## config.mk

```make
export PLATFORM = sky130hd
export DESIGN_NAME = mac_rx_buffer
export DESIGN_NICKNAME = d
export VERILOG_FILES = /design/src/rtl/mac_params.sv /design/src/rtl/mac_rx_buffer.sv
export SDC_FILE = /design/constraint.sdc
export NUM_CORES = 1
export LEC_CHECK = 0
export CAP_MARGIN = 20
export CORE_ASPECT_RATIO = 0.8
export CORE_MARGIN = 3
export CORE_UTILIZATION = 62
export DETAILED_ROUTE_END_ITERATION = 16
export GPL_TIMING_DRIVEN = 0
export PLACE_DENSITY = 0.8
export SLEW_MARGIN = 20
export SYNTH_ARGS = -nofsm -noshare
export SYNTH_HDL_FRONTEND = slang
export SYNTH_SLANG_ARGS = --single-unit
```

## constraint.sdc

```tcl
create_clock -name i_clk -period 29.4 [get_ports i_clk]
set_input_delay 5.88 -clock i_clk [delete_from_list [all_inputs] [get_ports i_clk]]
set_output_delay 5.88 -clock i_clk [all_outputs]
set_load 0.01 [all_outputs]
```

## src/rtl/mac_params.sv

```systemverilog
// Shared constants, write-FSM states and entry layout for the MAC receive buffer.
package mac_params;

  localparam int unsigned N_CHANNELS       = 4;
  localparam int unsigned W_BYTE           = 8;
  localparam int unsigned W_DATA           = N_CHANNELS * W_BYTE;
  localparam int unsigned N_MAC_RX_BUF     = 16;
  localparam int unsigned W_MAC_RX_BUF_CNT = 4;
  localparam int unsigned W_MAC_RX_BUF     = W_DATA + N_CHANNELS + 1;
  localparam int unsigned W_PTR            = W_MAC_RX_BUF_CNT + 1;
  localparam int unsigned W_DROP_CNT       = 16;

  typedef enum logic [1:0] {
    IDLE = 2'd0,
    RECV = 2'd1,
    DROP = 2'd2
  } wr_state_t;

  typedef struct packed {
    logic                  last;
    logic [N_CHANNELS-1:0] keep;
    logic [W_DATA-1:0]     data;
  } rx_entry_t;

endpackage

```

## src/rtl/mac_rx_buffer.sv

```systemverilog
// Frame-commit receive FIFO: words become readable only once their frame ends with good FCS;
// bad or overflowing frames are rolled back and counted.
module mac_rx_buffer
  import mac_params::*;
(
  input  logic                  i_clk,
  input  logic                  i_reset,
  input  logic                  i_clk_en,
  input  logic                  i_clr,
  input  logic                  i_wen,
  input  logic [N_CHANNELS-1:0] i_wkeep,
  input  logic [W_DATA-1:0]     i_wdata,
  input  logic                  i_weof,
  input  logic                  i_wgood,
  input  logic                  i_ren,
  output logic [N_CHANNELS-1:0] o_rkeep,
  output logic [W_DATA-1:0]     o_rdata,
  output logic                  o_rlast,
  output logic                  o_empty,
  output logic                  o_overflow,
  output logic [W_DROP_CNT-1:0] o_drop_cnt
);

  wr_state_t             state_q, state_d;
  logic [W_PTR-1:0]      wptr_q, wptr_d;
  logic [W_PTR-1:0]      rptr_q, rptr_d;
  logic [W_PTR-1:0]      commit_q, commit_d;
  logic [W_DROP_CNT-1:0] drop_cnt_q;
  logic                  ovf_q, ovf_d;
  logic                  we, drop_inc;
  logic                  full, empty;
  logic [W_PTR-1:0]      fill;
  rx_entry_t             mem_q [N_MAC_RX_BUF];
  rx_entry_t             wentry, head;

  // Occupancy counts uncommitted words too, so a frame cannot overrun the reader.
  assign fill   = wptr_q - rptr_q;
  assign full   = (fill == W_PTR'(N_MAC_RX_BUF));
  assign empty  = (rptr_q == commit_q);
  assign wentry = '{last: i_weof, keep: i_wkeep, data: i_wdata};
  assign head   = mem_q[rptr_q[W_MAC_RX_BUF_CNT-1:0]];

  always_comb begin
    state_d  = state_q;
    wptr_d   = wptr_q;
    rptr_d   = rptr_q;
    commit_d = commit_q;
    we       = 1'b0;
    ovf_d    = 1'b0;
    drop_inc = 1'b0;

    case (state_q)
      IDLE, RECV: begin
        if (i_wen) begin
          if (full) begin
            wptr_d   = commit_q;
            ovf_d    = 1'b1;
            drop_inc = 1'b1;
            state_d  = i_weof ? IDLE : DROP;
          end else begin
            we     = 1'b1;
            wptr_d = wptr_q + W_PTR'(1);
            if (i_weof) begin
              state_d = IDLE;
              if (i_wgood) begin
                commit_d = wptr_q + W_PTR'(1);
              end else begin
                wptr_d   = commit_q;
                drop_inc = 1'b1;
              end
            end else begin
              state_d = RECV;
            end
          end
        end
      end
      DROP: begin
        if (i_wen && i_weof) state_d = IDLE;
      end
      default: state_d = IDLE;
    endcase

    if (i_ren && !empty) rptr_d = rptr_q + W_PTR'(1);

    // Flush wins over any concurrent read or write.
    if (i_clr) begin
      state_d  = IDLE;
      wptr_d   = '0;
      rptr_d   = '0;
      commit_d = '0;
      we       = 1'b0;
      ovf_d    = 1'b0;
      drop_inc = 1'b0;
    end
  end

  always_ff @(posedge i_clk or posedge i_reset) begin
    if (i_reset) begin
      state_q    <= IDLE;
      wptr_q     <= '0;
      rptr_q     <= '0;
      commit_q   <= '0;
      drop_cnt_q <= '0;
      ovf_q      <= 1'b0;
      for (int i = 0; i < int'(N_MAC_RX_BUF); i++) mem_q[i] <= '0;
    end else begin
      ovf_q <= 1'b0;
      if (i_clk_en) begin
        state_q  <= state_d;
        wptr_q   <= wptr_d;
        rptr_q   <= rptr_d;
        commit_q <= commit_d;
        ovf_q    <= ovf_d;
        if (we) mem_q[wptr_q[W_MAC_RX_BUF_CNT-1:0]] <= wentry;
        if (drop_inc && (drop_cnt_q != {W_DROP_CNT{1'b1}}))
          drop_cnt_q <= drop_cnt_q + W_DROP_CNT'(1);
      end
    end
  end

  assign o_rkeep    = head.keep;
  assign o_rdata    = head.data;
  assign o_rlast    = head.last;
  assign o_empty    = empty;
  assign o_overflow = ovf_q;
  assign o_drop_cnt = drop_cnt_q;

endmodule

```

==> flow_metrics.tcl <==
set metrics [dict create \
    htreeDepth 2 \
    cap_violations 0 \
    drt-total-wl_um 73300 \
    start_kind "register" \
    synth_seq_cells 626 \
    cp_data_arrival_time_ns 4.26 \
    hold_viol 0 \
    fin_cells 2778 \
    critical_path_class "register to primary output" \
    p_int_mw 1.69 \
    ctsHoldBuffers 0 \
    port_buffers 98 \
    syn_inst 1937 \
    final_util_pct 70.9 \
    cts.sinks 626 \
    p_sw_mw 0.650 \
    syn_area_sq_mm 0.0305 \
    ys.flop_type "dfrtp_1" \
    core-area_sq_mm 0.0485 \
    fillers 3137 \
    setup_viol 0 \
    final_max_slew_viol_count 0 \
    drc 0 \
    finalCritPeriodShare_pct 34.5 \
    die_h_um 204 \
    ant_nets 0 \
    worstPathRequired_ns 23.52 \
    status "finished clean" \
    fin_skew_ns 0.0208 \
    ios 99 \
    via_per_inst 6.34 \
    first_global_vias 18800 \
    initial_utilization_pct 62.9 \
    post_cts_resized 0 \
    p_leak_nw 16.3 \
    tightestPinTransition_ns 1.09 \
    dp.cells 2670 \
    clkTransAtPathRegs_ns 0.06 \
    slew_headroom_pct 27.1 \
    grt_start_max_net_pins 107 \
    p_sw_share_pct 27.8 \
    drive_above_1_share_pct 43.8 \
    post-dp-hpwl_um 47300 \
    first_pass_iters 5 \
    layout_common_cells "dfrtp_1, mux2_4, mux2_2, nand2_1, mux4_2" \
    avgSynthCellArea_sq_um 15.7 \
    p_per_area_mw_per_mm2 68.1 \
    clockBufferDepth 3 \
    critPathCaptureType "primary output" \
    grt_overflow 0 \
    vias 17600 \
    combPwrFrac_pct 25.0 \
    drt_iter0_markers 1471 \
    yosysWarnings 0 \
    layout_commonest_cell "dfrtp_1" \
    antenna_found_initial 1 \
    grt_usage_pct 29.1 \
    p_seq_share_pct 41.8 \
    synthArstFlopShare_pct 100 \
    syn_nets 1991 \
    totalPowerFinal_mw 2.34 \
    irDropWorstVdd_mv 0.0497 \
    cts_tree "built" \
    fin_hold_ws_ns 0.490 \
    hold_path.class "register to register" \
    worstSkewPairLatency_ns 0.62 \
    antenna-diode-count 0 \
    die_x_um 254 \
    fmax_mhz 98.6 \
    gp_congestion 0.831 \
    min_period_ns 10.14 \
    rsz0062_at_grt "no" \
    numCtsBuffers 60 \
    grt_pass1_wl_um 114000 \
    die-area_sq_mm 0.0519 \
    synth.distinct_cells 56 \
    clkPwrFrac_pct 33.2 \
    area_delta_synth_final_pct 12.8 \
    wl_per_cell_um 26.4 \
    layout.nets 2157 \
    cts_root_buffer "clkbuf_16" \
    post-cts-setup-buffers 0 \
    synth_seq_area_share_pct 51.4 \
    row_count 72 \
    critical_path.max_fanout 10 \
    synth_edf_count 0 \
]
[kinds of logic after synthesis]
group / Yosys count / synth area share (%)
AOI/OAI and AO/OA: 70 / 1.52
xor gates and xnor gates: 23 / 0.661
adders and majority gates: 10 / 0.411
buffers and inverters: 169 / 3.96
DFF: 626 / 51.4
muxes: 745 / 36.7
and+or+nand+nor: 294 / 5.37
[layout make-up]
type	instances	area, sq um	share of cell area, %
inverters	11	48.8	0.142
flip-flops and latches	626	15700	45.6
clock inverters	17	183	0.532
multi-input cells	1142	13600	39.6
well taps	629	787	2.29
repair buffers	104	1150	3.33
clock buffers	91	1770	5.15
plain buffers	158	1170	3.39
[cells in the mapped netlist, drive strengths merged (10+ instances only)]
master / count / area [sq um]
o21ai: 15 / 75.1
inv: 11 / 41.3
and3: 40 / 250
clkbuf: 75 / 285
buf: 83 / 881
mux2: 595 / 7830
nand2: 170 / 646
nor2: 21 / 214
xor2: 18 / 158
ha: 10 / 125
mux4: 148 / 3330
dfrtp: 626 / 15700
nor3: 12 / 82.6
a31oi: 37 / 231
nand3: 21 / 193
[final timing paths]
kind                                   startpoint                     end  slack, ns  cells after the start
max                         rptr_q[2]$_DFFE_PP0P_             o_rdata[10]      19.26                      8
min                        mem_q[333]$_DFFE_PP0P_  mem_q[333]$_DFFE_PP0P_       0.49                      1
max reg2reg                 rptr_q[2]$_DFFE_PP0P_    mem_q[8]$_DFFE_PP0P_      24.90                     11
min reg2reg                mem_q[333]$_DFFE_PP0P_  mem_q[333]$_DFFE_PP0P_       0.49                      1
max in group asynchronous                 i_reset  mem_q[162]$_DFFE_PP0P_      22.21                      4
min in group asynchronous                 i_reset   mem_q[73]$_DFFE_PP0P_       5.77                      2
[power groups by stage]
stage               combinational (mW)  clock, mW  sequential (mW)
CTS                              0.591      0.784            0.977
global route                     0.626      0.820            0.986
global placement                 0.574          0            0.987
floorplan                        0.386          0            0.978
detailed placement               0.588          0            0.989
finish                           0.585      0.776            0.979
[sequential cells by signal, indices dropped and copies added, names as in the netlist]
signal,flops
state_q,2
mem_q,592
o_overflow,1
commit_q,5
wptr_q,5
o_drop_cnt,16
rptr_q,5
[metal layers]
layer  part of all wire, %  global-route usage [%]
met1                    44                    42.4
met2                    46                    44.5
met4                   3.2                    9.66
met3                   6.8                    5.93
met5                 0.026                       0
[worst max-delay path, cell delays in order, from the launching register on]
cell             delay, ns
dfrtp_1               0.36
buf_2                 0.23
buf_1                 0.39
inv_1                 0.16
clkbuf_1              0.76
clkbuf_1              0.63
nand2_1               0.15
a31oi_1               0.35
clkdlybuf4s50_1       0.60
[metrics by stage]
step	cell area (sq um)	setup TNS [ns]	setup WS, ns
3_5_place_dp	32400	0	19.96
3_3_place_gp	32200	-139.69	-0.262
5_1_grt	34400	0	19.17
2_1_floorplan	30500	0	5.99
4_1_cts	34400	0	19.29
6_report	34400	0	19.26
Note: power is estimated with default switching activity, not from simulation.
